### config.mk
export PLATFORM = sky130hd
export DESIGN_NAME = simd_wb_dispatch
export DESIGN_NICKNAME = d
export VERILOG_FILES = /design/src/rtl/simd_wb_dispatch.sv
export SDC_FILE = /design/constraint.sdc
export NUM_CORES = 1
export LEC_CHECK = 0
export BUFFER_PORTS_ARGS = -buffer_cell sky130_fd_sc_hd__buf_2
export CAP_MARGIN = 30
export CORE_ASPECT_RATIO = 2
export CORE_MARGIN = 2
export CORE_UTILIZATION = 55
export CTS_CLUSTER_DIAMETER = 150
export DETAILED_ROUTE_END_ITERATION = 7
export PLACE_DENSITY_LB_ADDON = 0.1
export SLEW_MARGIN = 20
export SYNTH_ARGS = -nofsm -noshare
export SYNTH_HDL_FRONTEND = slang
export SYNTH_SLANG_ARGS = --single-unit
### constraint.sdc
create_clock -name clk -period 24 [get_ports clk]
set_input_delay 4.8 -clock clk [delete_from_list [all_inputs] [get_ports clk]]
set_output_delay 4.8 -clock clk [all_outputs]
set_load 0.01 [all_outputs]
### src/rtl/simd_wb_dispatch.sv
// simd_wb_dispatch: receive-side endpoint for the SIMD execute-control write-back bundle.
// Each cycle with a non-zero request mask is queued together with its write address.
// Multi-bit masks are serialised into single-namespace writes, lowest namespace first,
// over a valid/ready handshake. When the loop ends, the queue drains and drain_done pulses.
// Optional build macro: SIMD_WB_PERF_CNT_EN adds saturating write/stall counters.
module simd_wb_dispatch #(
  parameter int NS_ID_BITS        = 3,
  parameter int NS_INDEX_ID_BITS  = 5,
  parameter int BASE_STRIDE_WIDTH = 4*(NS_INDEX_ID_BITS+NS_ID_BITS),
  parameter int NUM_NS            = 6,
  parameter int NS_SEL_BITS       = 3,
  parameter int FIFO_DEPTH        = 8,
  parameter int CNT_BITS          = 4
) (
  input  logic                         clk,
  input  logic                         reset,
  input  logic                         in_loop_in,
  input  logic [NUM_NS-1:0]            buf_wr_req_in,
  input  logic [BASE_STRIDE_WIDTH-1:0] buf_wr_addr_in,
  output logic                         wr_valid,
  input  logic                         wr_ready,
  output logic [NS_SEL_BITS-1:0]       wr_ns_sel,
  output logic [BASE_STRIDE_WIDTH-1:0] wr_addr,
  output logic [CNT_BITS-1:0]          fifo_count,
  output logic                         almost_full,
  output logic                         overflow_err,
  output logic                         busy,
  output logic                         drain_done
`ifdef SIMD_WB_PERF_CNT_EN
  ,
  output logic [31:0]                  perf_wr_count,
  output logic [31:0]                  perf_stall_count
`endif
);

  localparam int PTR_BITS = $clog2(FIFO_DEPTH);
  localparam logic [CNT_BITS-1:0] L_CNT_FULL  = CNT_BITS'(FIFO_DEPTH);
  localparam logic [CNT_BITS-1:0] L_CNT_AFULL = CNT_BITS'(FIFO_DEPTH - 2);
  localparam logic [CNT_BITS-1:0] L_CNT_ONE   = CNT_BITS'(1);
  localparam logic [CNT_BITS-1:0] L_CNT_ZERO  = CNT_BITS'(0);

  typedef enum logic [1:0] {
    S_IDLE   = 2'b00,
    S_ACTIVE = 2'b01,
    S_DRAIN  = 2'b10
  } state_t;

  // Index of the lowest set bit of a mask; zero when the mask is empty.
  function automatic logic [NS_SEL_BITS-1:0] f_lowest_idx(input logic [NUM_NS-1:0] mask);
    logic [NS_SEL_BITS-1:0] idx;
    idx = '0;
    for (int i = NUM_NS-1; i >= 0; i--) begin
      if (mask[i]) begin
        idx = NS_SEL_BITS'(i);
      end else begin
        idx = idx;
      end
    end
    return idx;
  endfunction

  // Queue storage and pointers
  logic [NUM_NS-1:0]            r_mem_mask [FIFO_DEPTH];
  logic [BASE_STRIDE_WIDTH-1:0] r_mem_addr [FIFO_DEPTH];
  logic [PTR_BITS-1:0]          r_wr_ptr;
  logic [PTR_BITS-1:0]          r_rd_ptr;
  logic [CNT_BITS-1:0]          r_count;

  // Head working copy and registered outputs
  logic [NUM_NS-1:0]            r_rem_mask;
  logic [BASE_STRIDE_WIDTH-1:0] r_head_addr;
  logic [NS_SEL_BITS-1:0]       r_ns_sel;
  logic                         r_wr_valid;
  logic                         r_almost_full;

  // Control state
  state_t                       r_state;
  logic                         r_overflow_err;
  logic                         r_busy;
  logic                         r_drain_done;

  // Combinational next-state terms
  logic                         w_push_req;
  logic                         w_fire;
  logic [NUM_NS-1:0]            w_rem_clr;
  logic                         w_pop;
  logic                         w_full;
  logic                         w_push;
  logic                         w_drop;
  logic [PTR_BITS-1:0]          w_rd_ptr_inc;
  logic [CNT_BITS-1:0]          w_count_nxt;
  logic [NUM_NS-1:0]            w_rem_nxt;
  logic [BASE_STRIDE_WIDTH-1:0] w_addr_nxt;
  state_t                       w_state_nxt;
  logic                         w_enter_active;
  logic                         w_drain_done_nxt;
  logic                         w_overflow_nxt;

  // Handshake, push/pop decisions and next head contents
  always_comb begin
    w_push_req   = |buf_wr_req_in;
    w_fire       = r_wr_valid & wr_ready;
    w_rem_clr    = r_rem_mask & (r_rem_mask - NUM_NS'(1));
    w_pop        = w_fire & (w_rem_clr == '0);
    w_full       = (r_count == L_CNT_FULL);
    // A full queue still accepts when the head leaves in the same cycle.
    w_push       = w_push_req & (~w_full | w_pop);
    w_drop       = w_push_req & ~w_push;
    w_rd_ptr_inc = r_rd_ptr + PTR_BITS'(1);
    w_rem_nxt    = r_rem_mask;
    w_addr_nxt   = r_head_addr;

    case ({w_push, w_pop})
      2'b10:   w_count_nxt = r_count + L_CNT_ONE;
      2'b01:   w_count_nxt = r_count - L_CNT_ONE;
      default: w_count_nxt = r_count;
    endcase

    if (w_pop) begin
      if (r_count > L_CNT_ONE) begin
        // Next queued entry becomes head without a bubble.
        w_rem_nxt  = r_mem_mask[w_rd_ptr_inc];
        w_addr_nxt = r_mem_addr[w_rd_ptr_inc];
      end else if (w_push) begin
        // Last entry leaves while a new one arrives: the new one is head.
        w_rem_nxt  = buf_wr_req_in;
        w_addr_nxt = buf_wr_addr_in;
      end else begin
        w_rem_nxt  = '0;
        w_addr_nxt = '0;
      end
    end else if (w_fire) begin
      w_rem_nxt = w_rem_clr;
    end else if ((r_count == L_CNT_ZERO) && w_push) begin
      w_rem_nxt  = buf_wr_req_in;
      w_addr_nxt = buf_wr_addr_in;
    end else begin
      w_rem_nxt  = r_rem_mask;
      w_addr_nxt = r_head_addr;
    end
  end

  // Loop-control FSM next state, drain completion and sticky overflow
  always_comb begin
    w_state_nxt      = r_state;
    w_enter_active   = 1'b0;
    w_drain_done_nxt = 1'b0;
    case (r_state)
      S_IDLE: begin
        if (in_loop_in) begin
          w_state_nxt    = S_ACTIVE;
          w_enter_active = 1'b1;
        end else begin
          w_state_nxt = S_IDLE;
        end
      end
      S_ACTIVE: begin
        if (!in_loop_in) begin
          w_state_nxt = S_DRAIN;
        end else begin
          w_state_nxt = S_ACTIVE;
        end
      end
      S_DRAIN: begin
        if (in_loop_in) begin
          w_state_nxt = S_ACTIVE;
        end else if (r_count == L_CNT_ZERO) begin
          w_state_nxt      = S_IDLE;
          w_drain_done_nxt = 1'b1;
        end else begin
          w_state_nxt = S_DRAIN;
        end
      end
      default: begin
        w_state_nxt = S_IDLE;
      end
    endcase

    // A drop in the same cycle as loop entry is newer news and wins.
    if (w_drop) begin
      w_overflow_nxt = 1'b1;
    end else if (w_enter_active) begin
      w_overflow_nxt = 1'b0;
    end else begin
      w_overflow_nxt = r_overflow_err;
    end
  end

  // Queue storage, pointers and occupancy
  always_ff @(posedge clk or posedge reset) begin
    if (reset) begin
      r_wr_ptr <= '0;
      r_rd_ptr <= '0;
      r_count  <= '0;
      for (int i = 0; i < FIFO_DEPTH; i++) begin
        r_mem_mask[i] <= '0;
        r_mem_addr[i] <= '0;
      end
    end else begin
      if (w_push) begin
        r_mem_mask[r_wr_ptr] <= buf_wr_req_in;
        r_mem_addr[r_wr_ptr] <= buf_wr_addr_in;
        r_wr_ptr             <= r_wr_ptr + PTR_BITS'(1);
      end
      if (w_pop) begin
        r_rd_ptr <= w_rd_ptr_inc;
      end
      r_count <= w_count_nxt;
    end
  end

  // Head working mask and registered write-port outputs
  always_ff @(posedge clk or posedge reset) begin
    if (reset) begin
      r_rem_mask    <= '0;
      r_head_addr   <= '0;
      r_ns_sel      <= '0;
      r_wr_valid    <= 1'b0;
      r_almost_full <= 1'b0;
    end else begin
      r_rem_mask    <= w_rem_nxt;
      r_head_addr   <= w_addr_nxt;
      r_ns_sel      <= f_lowest_idx(w_rem_nxt);
      r_wr_valid    <= (w_count_nxt != L_CNT_ZERO);
      r_almost_full <= (w_count_nxt >= L_CNT_AFULL);
    end
  end

  // Loop-control state, status flags and drain completion pulse
  always_ff @(posedge clk or posedge reset) begin
    if (reset) begin
      r_state        <= S_IDLE;
      r_overflow_err <= 1'b0;
      r_busy         <= 1'b0;
      r_drain_done   <= 1'b0;
    end else begin
      r_state        <= w_state_nxt;
      r_overflow_err <= w_overflow_nxt;
      r_busy         <= (w_state_nxt != S_IDLE) || (w_count_nxt != L_CNT_ZERO);
      r_drain_done   <= w_drain_done_nxt;
    end
  end

`ifdef SIMD_WB_PERF_CNT_EN
  logic [31:0] r_perf_wr;
  logic [31:0] r_perf_stall;

  // Saturating counters of completed writes and back-pressured cycles
  always_ff @(posedge clk or posedge reset) begin
    if (reset) begin
      r_perf_wr    <= 32'd0;
      r_perf_stall <= 32'd0;
    end else if (w_enter_active) begin
      r_perf_wr    <= 32'd0;
      r_perf_stall <= 32'd0;
    end else begin
      if (w_fire && (r_perf_wr != 32'hFFFF_FFFF)) begin
        r_perf_wr <= r_perf_wr + 32'd1;
      end
      if (r_wr_valid && !wr_ready && (r_perf_stall != 32'hFFFF_FFFF)) begin
        r_perf_stall <= r_perf_stall + 32'd1;
      end
    end
  end

  assign perf_wr_count    = r_perf_wr;
  assign perf_stall_count = r_perf_stall;
`endif

  assign wr_valid     = r_wr_valid;
  assign wr_ns_sel    = r_ns_sel;
  assign wr_addr      = r_head_addr;
  assign fifo_count   = r_count;
  assign almost_full  = r_almost_full;
  assign overflow_err = r_overflow_err;
  assign busy         = r_busy;
  assign drain_done   = r_drain_done;

endmodule
# Word-level counts from Yosys, hierarchy flattened

Index checks and enable logic that the tools add are counted.

Register bits after elaboration: 362
Bits in latches: 0
Bits in writable memories: 0
Memory bits (read-only): 0
Output and inout bits: 44
Word-level logic and storage cells: 107
Memories kept: 0

Add/sub/neg operators: 5
Multipliers: 0
Divide/modulo/power cells: 0
Order comparisons: 5
Equality and inequality tests: 6
Shift-type cells: 0
Muxes and demuxes: 41
Bitwise logic cells: 10
Reductions and logical operators: 12

Operators with widths:

| kind                | count |
|---|---|
| $bwmux 256          | 1 |
| $mux 32             | 8 |
| $bmux 32 s3         | 1 |
| $demux 32 s3        | 1 |
| $bwmux 48           | 1 |
| $mux 6              | 8 |
| $bmux 6 s3          | 1 |
| $demux 6 s3         | 1 |
| $mux 3              | 6 |
| $ge 4x4->1 const B  | 2 |
| $mux 1              | 8 |
| $not 3->4           | 2 |
| $pmux 4 s2          | 1 |
| $add 3x1->3 const B | 2 |
| $and 6x6->6         | 1 |
| $logic_not 6->1     | 1 |
| $mux 2              | 3 |
| $pmux 2 s3          | 1 |
| $reduce_bool 2->1   | 3 |
| $reduce_or 6->1     | 1 |
| $sub 6x1->6 const B | 1 |
| $add 4x1->4 const B | 1 |
| $and 1x1->1         | 4 |
| $eq 2x1->1 const B  | 2 |
| 15 further kinds    | 18 |

# Logic depth before layout (Yosys ltp)

Depth after elaboration: 16
Gate-level depth with buffers: 14
Gate-level depth less buffers: 13

# Worst setup path before layout

OpenSTA, ideal clock, no wires.

Path kind: input -> register
From: input port buf_wr_req_in[3]
To: register r_busy (netlist: busy)
Arrival: 7.283 ns
Required time: 23.869 ns
Path slack: 16.585 ns
Cell stages on the path: 9
Path buffers: 1
Cell sequence: or4_1 -> nor3_1 -> a31oi_4 -> ha_1 -> clkbuf_1 -> or3b_2 -> o21ai_0 -> nand4_1 -> or3_1

Word-level cells in the longest chain between the ends: 6
Elaborated cells between the ends (all ways): 7

Ends and longest elaborated chain:

| what                                            | line | source |
|---|---|---|
| start, declared                                 | 18   | `input logic [NUM_NS-1:0] buf_wr_req_in,` |
| $reduce_or 6->1 *                               | 101  | `w_push_req = \|buf_wr_req_in;` |
| $and 1x1->1 *                                   | 107  | `w_push = w_push_req & (~w_full \| w_pop);` |
| $eq 2x1->1 / $eq 2x2->1 (equally long branches) | 113  | `case ({w_push, w_pop})` |
| $pmux 4 s2 *                                    | 113  |  |
| $reduce_bool 4->1 *                             | 239  | `r_busy <= (w_state_nxt != S_IDLE) \|\| (w_count_nxt != L_CNT_ZERO);` |
| $logic_or 1x1->1 *                              | 239  |  |
| end signal, assigned                            | 239  |  |
| end, declared                                   | 79   | `logic r_busy;` |

Mark *: on every way between the ends. The rest lies on a longest branch, timed or not.
A chain may end at the register's enable or synchronous reset.

# Worst setup path in the final report

From: input port wr_ready
To: register r_mem_addr[104] in the netlist's numbering

Word-level cells in the longest chain between the ends: 4

Ends and longest elaborated chain:

| what                          | line | source |
|---|---|---|
| start, declared               | 21   | `input logic wr_ready,` |
| $and 1x1->1                   | 102  | `w_fire = r_wr_valid & wr_ready;` |
| $and 1x1->1                   | 104  | `w_pop = w_fire & (w_rem_clr == '0);` |
| $or 1x1->1                    | 107  |  |
| $and 1x1->1                   | 107  |  |
| end signal, assigned by index | 202  | `r_mem_addr[r_wr_ptr] <= buf_wr_addr_in;` |
| end, declared                 | 64   | `logic [BASE_STRIDE_WIDTH-1:0] r_mem_addr [FIFO_DEPTH];` |

No other way between the ends.

==> run_results.csv <==
group,metric,value,unit
drt,routedWlPerCell,23.57,microns
timing,finalHoldViolations,0,
final_layout,diodes,0,
timing,fin_skew,0.01628,ns
synth,ys_seq_elements,362,
synth,synth_top_area_cell,"dfrtp_1",
timing,post-route-period-util,32.63,%
timing,max_slew_margin,35.55,%
timing,tightest_slew,0.9667,ns
worst_setup_path,timing.rr.start,"r_rem_mask[0]$_DFF_PP0_",
worst_setup_path,worst-r2r-cell-count,9,
synth,syn_avg_cell_area,15.08,sq um
place,dpl.hpwl,20.12,mm
place,gp_congestion,0.8564,
min_path,hold_end,"overflow_err$_DFFE_PP0P_",
pwr,power_density,163.6,nW/um^2
worst_setup_path,crit_start,"wr_ready",
global_route,grt_max_degree,193,
cts,clock_latency,0.52,ns
synth,syn_nets,1141,
drt,firstDrtPassIters,4,
cts,cts_hold_buffers,0,
min_path,min_path_type,"flip-flop to flip-flop",
cts,clk_pin_slew,0.06,ns
cts,post_cts_buffers,0,
global_route,grtUsageTotal,23.80,%
worst_setup_path,critPathMaxFanout,29,
synth,yosys_warnings,0,
synth,ys_seq_area_share,55.01,%
place,placed_cells,1478,
run_status,outcome,"complete, no violations",
drt,drtIter0Drc,496,
drt,ant_nets,0,
worst_setup_path,timing.rr.end,"r_mem_addr[104]$_DFFE_PP0P_",
global_route,grt_pass1_vias,10220,
worst_setup_path,critical_path.most_common_cell,"inv_4",
timing,max_freq,0.1277,GHz
synth,synth_async_sr_flop_share,100.0,%
worst_setup_path,setup.worst_path.start_class,"primary input",
floorplanning,core-area,29510,sq um
final_layout,multi_input_area,7043,sq um
place,portBuffers,85,
floorplanning,start_util,55.81,%
global_route,gr-total-overflow,0,
flow_run,drv_cap,0,
timing,setup_viol,0,
worst_setup_path,slowest_stage,"nor4b_4",
drt,finalWirelength,36.21,mm
synth,syn_inst,1092,
global_route,met1_usage,31.67,%
final_layout,fillers,2225,
worst_setup_path,timing_worst_setup_path_type,"primary input to flip-flop",
pwr,finalPower,2.992,mW
synth,synth_top_area_share,55.01,%
timing,post-route-min-period,7.831,ns
worst_setup_path,arrival,8.23,ns
synth,synthFlopType,"dfrtp_1",
place,postPlaceCellArea,17190,sq um
cts,cts_buffers,34,
pwr,p_leak,7.626,nW
floorplanning,die-height,248.7,microns
cts,htreeDepth,2,
timing,tns,0,ns
drt,vias_per_cell,6.247,
worst_setup_path,end_kind,"flip-flop",
cts,cts.sinks,362,
worst_setup_path,cpPeakStageDelay,0.69,ns
final_layout,layout.cells.non_filler,1536,
final_layout,final_nets,1200,
pwr,max-vdd-ir-drop,0.08332,mV
drt,vias,9595,
cts,clock_path_buffers,3,
worst_setup_path,crit_chain,"buf_2 > nand2_1 > o22ai_2 > and2_1 > inv_4 > a31oi_4 > inv_4 > nor4b_4 > buf_4 > mux2_2",
floorplanning,dieArea,31430,sq um
min_path,hold_depth,2,
synth,synth-edff-count,0,
floorplanning,rows,89,
global_route,grt_pass1_wl,58.53,mm
global_route,antenna_found_initial,1,
timing,hold_slack,0.4821,ns
synth,synth_cell_types,62,
global_route,busiest_layer,"met2",
min_path,min_from,"overflow_err$_DFFE_PP0P_",
timing,rsz0062_at_grt,"no",
cts,cts_resized,0,
timing,slew_viol_final,0,
global_route,grt_use_met2,40.58,%
final_layout,seq_area,9062,sq um
cts,clock-root-buffer,"clkbuf_16",
final_layout,synthToLayoutAreaGrowth,11.08,%
floorplanning,pin_count,86,
synth,syn_area,16470,sq um
final_layout,drive_gt1_share,48.04,%
global_route,grt_use_met3,2.942,%
final_layout,final_area,18290,sq um
synth,yosys-top-cells-area,"dfrtp_1, mux2_2, mux4_2, a221oi_1, nor2_1",
worst_setup_path,crit_required,24.40,ns
worst_setup_path,r2r_slack,19.84,ns
drt,drc,0,
cts,cts_tree,"built",
floorplanning,die_w,126.4,microns
[report_power, final]
part	internal [mW]	switching (mW)
Sequential	0.928	0.188
Clock	0.303	0.225
Combinational	0.747	0.602
Total	1.98	1.01
[stage by stage]
step / util (%) / worst slack [ns]
after floorplan: - / 9.153
after global placement: 58.26 / 15.74
after detailed placement: 58.26 / 15.63
after CTS: 61.90 / 16.21
after global routing: 61.99 / 15.98
final: 61.99 / 16.17
[critical path, delay by kind of cell]
kind | cells | cell delay (ns)
AO/OA/AOI/OAI | 2 | 0.61
buffers and inverters | 4 | 1.00
multiplexers | 1 | 0.40
AND/OR/NAND/NOR | 3 | 1.38
[synthesized netlist by cell type (7+ instances only)]
| cell | number |
|---|---|
| a21oi_1 | 9 |
| a221oi_1 | 35 |
| buf_1 | 10 |
| buf_2 | 18 |
| buf_4 | 8 |
| clkbuf_1 | 38 |
| dfrtp_1 | 362 |
| ha_1 | 7 |
| inv_1 | 12 |
| mux2_1 | 21 |
| mux2_2 | 316 |
| mux4_2 | 76 |
| nand2_1 | 12 |
| nor2_1 | 74 |
[cell usage in the layout (no fill, tap or decap), types with 4 or more instances in the layout]
master / count
nor3_1: 5
mux4_2: 76
nand2_1: 12
nor2_1: 73
clkbuf_1: 9
o31ai_1: 4
o21ai_0: 5
xnor2_1: 4
dfrtp_1: 361
a221oi_1: 35
mux2i_1: 5
a21oi_1: 8
mux2_1: 21
mux2_2: 316
ha_1: 6
buf_2: 85
buf_4: 16
clkinv_2: 6
clkbuf_8: 4
clkbuf_16: 37
inv_1: 11
[sequential cells by signal, indices dropped and copies added (netlist names)]
signal / cells
almost_full: 1
busy: 1
drain_done: 1
fifo_count: 4
overflow_err: 1
r_mem_addr: 256
r_mem_mask: 48
r_rd_ptr: 3
r_rem_mask: 6
r_state: 2
r_wr_ptr: 3
wr_addr: 32
wr_ns_sel: 3
wr_valid: 1
[cell type report]
class                           instances  area share [%]
Sequential cell                       362           49.54
Multi-Input combinational cell        636           38.50
Clock buffer                           50           5.547
Timing Repair Buffer                  103           3.242
Tap cell                              364           2.490
Inverter                               14          0.3557
Clock inverter                          7          0.3283
[cells by family (layout without fill, tap and decap cells)]
| logic type | count (synthesis) | after routing | synth area share (%) |
|---|---|---|---|
| buf+inv | 94 | 174 | 2.788 |
| mux | 418 | 418 | 33.74 |
| flops | 362 | 362 | 55.01 |
| xor+xnor | 5 | 5 | 0.2659 |
| compound gates | 77 | 77 | 3.715 |
| simple gates | 128 | 128 | 3.890 |
| fa+ha+maj | 8 | 8 | 0.5926 |
[metal layers]
| layer | wire (microns) | share of wire [%] |
|---|---|---|
| met4 | 1083 | 3.0 |
| met3 | 1189 | 3.3 |
| met1 | 15200 | 42 |
| met2 | 18720 | 52 |
| met5 | 13 | 0.036 |
[worst max path at each step]
| stage | slack (ns) | endpoint | depth (start not counted) |
|---|---|---|---|
| after floorplan | 9.15 | almost_full$_DFF_PP0_ | 1 |
| after global placement | 15.74 | r_mem_addr[99]$_DFFE_PP0P_ | 10 |
| after detailed placement | 15.63 | r_mem_addr[101]$_DFFE_PP0P_ | 10 |
| after CTS | 16.21 | r_mem_addr[101]$_DFFE_PP0P_ | 10 |
| after global routing | 15.98 | r_mem_addr[103]$_DFFE_PP0P_ | 10 |
| final | 16.17 | r_mem_addr[104]$_DFFE_PP0P_ | 10 |
No activity file was read; power rests on OpenSTA's default activity.
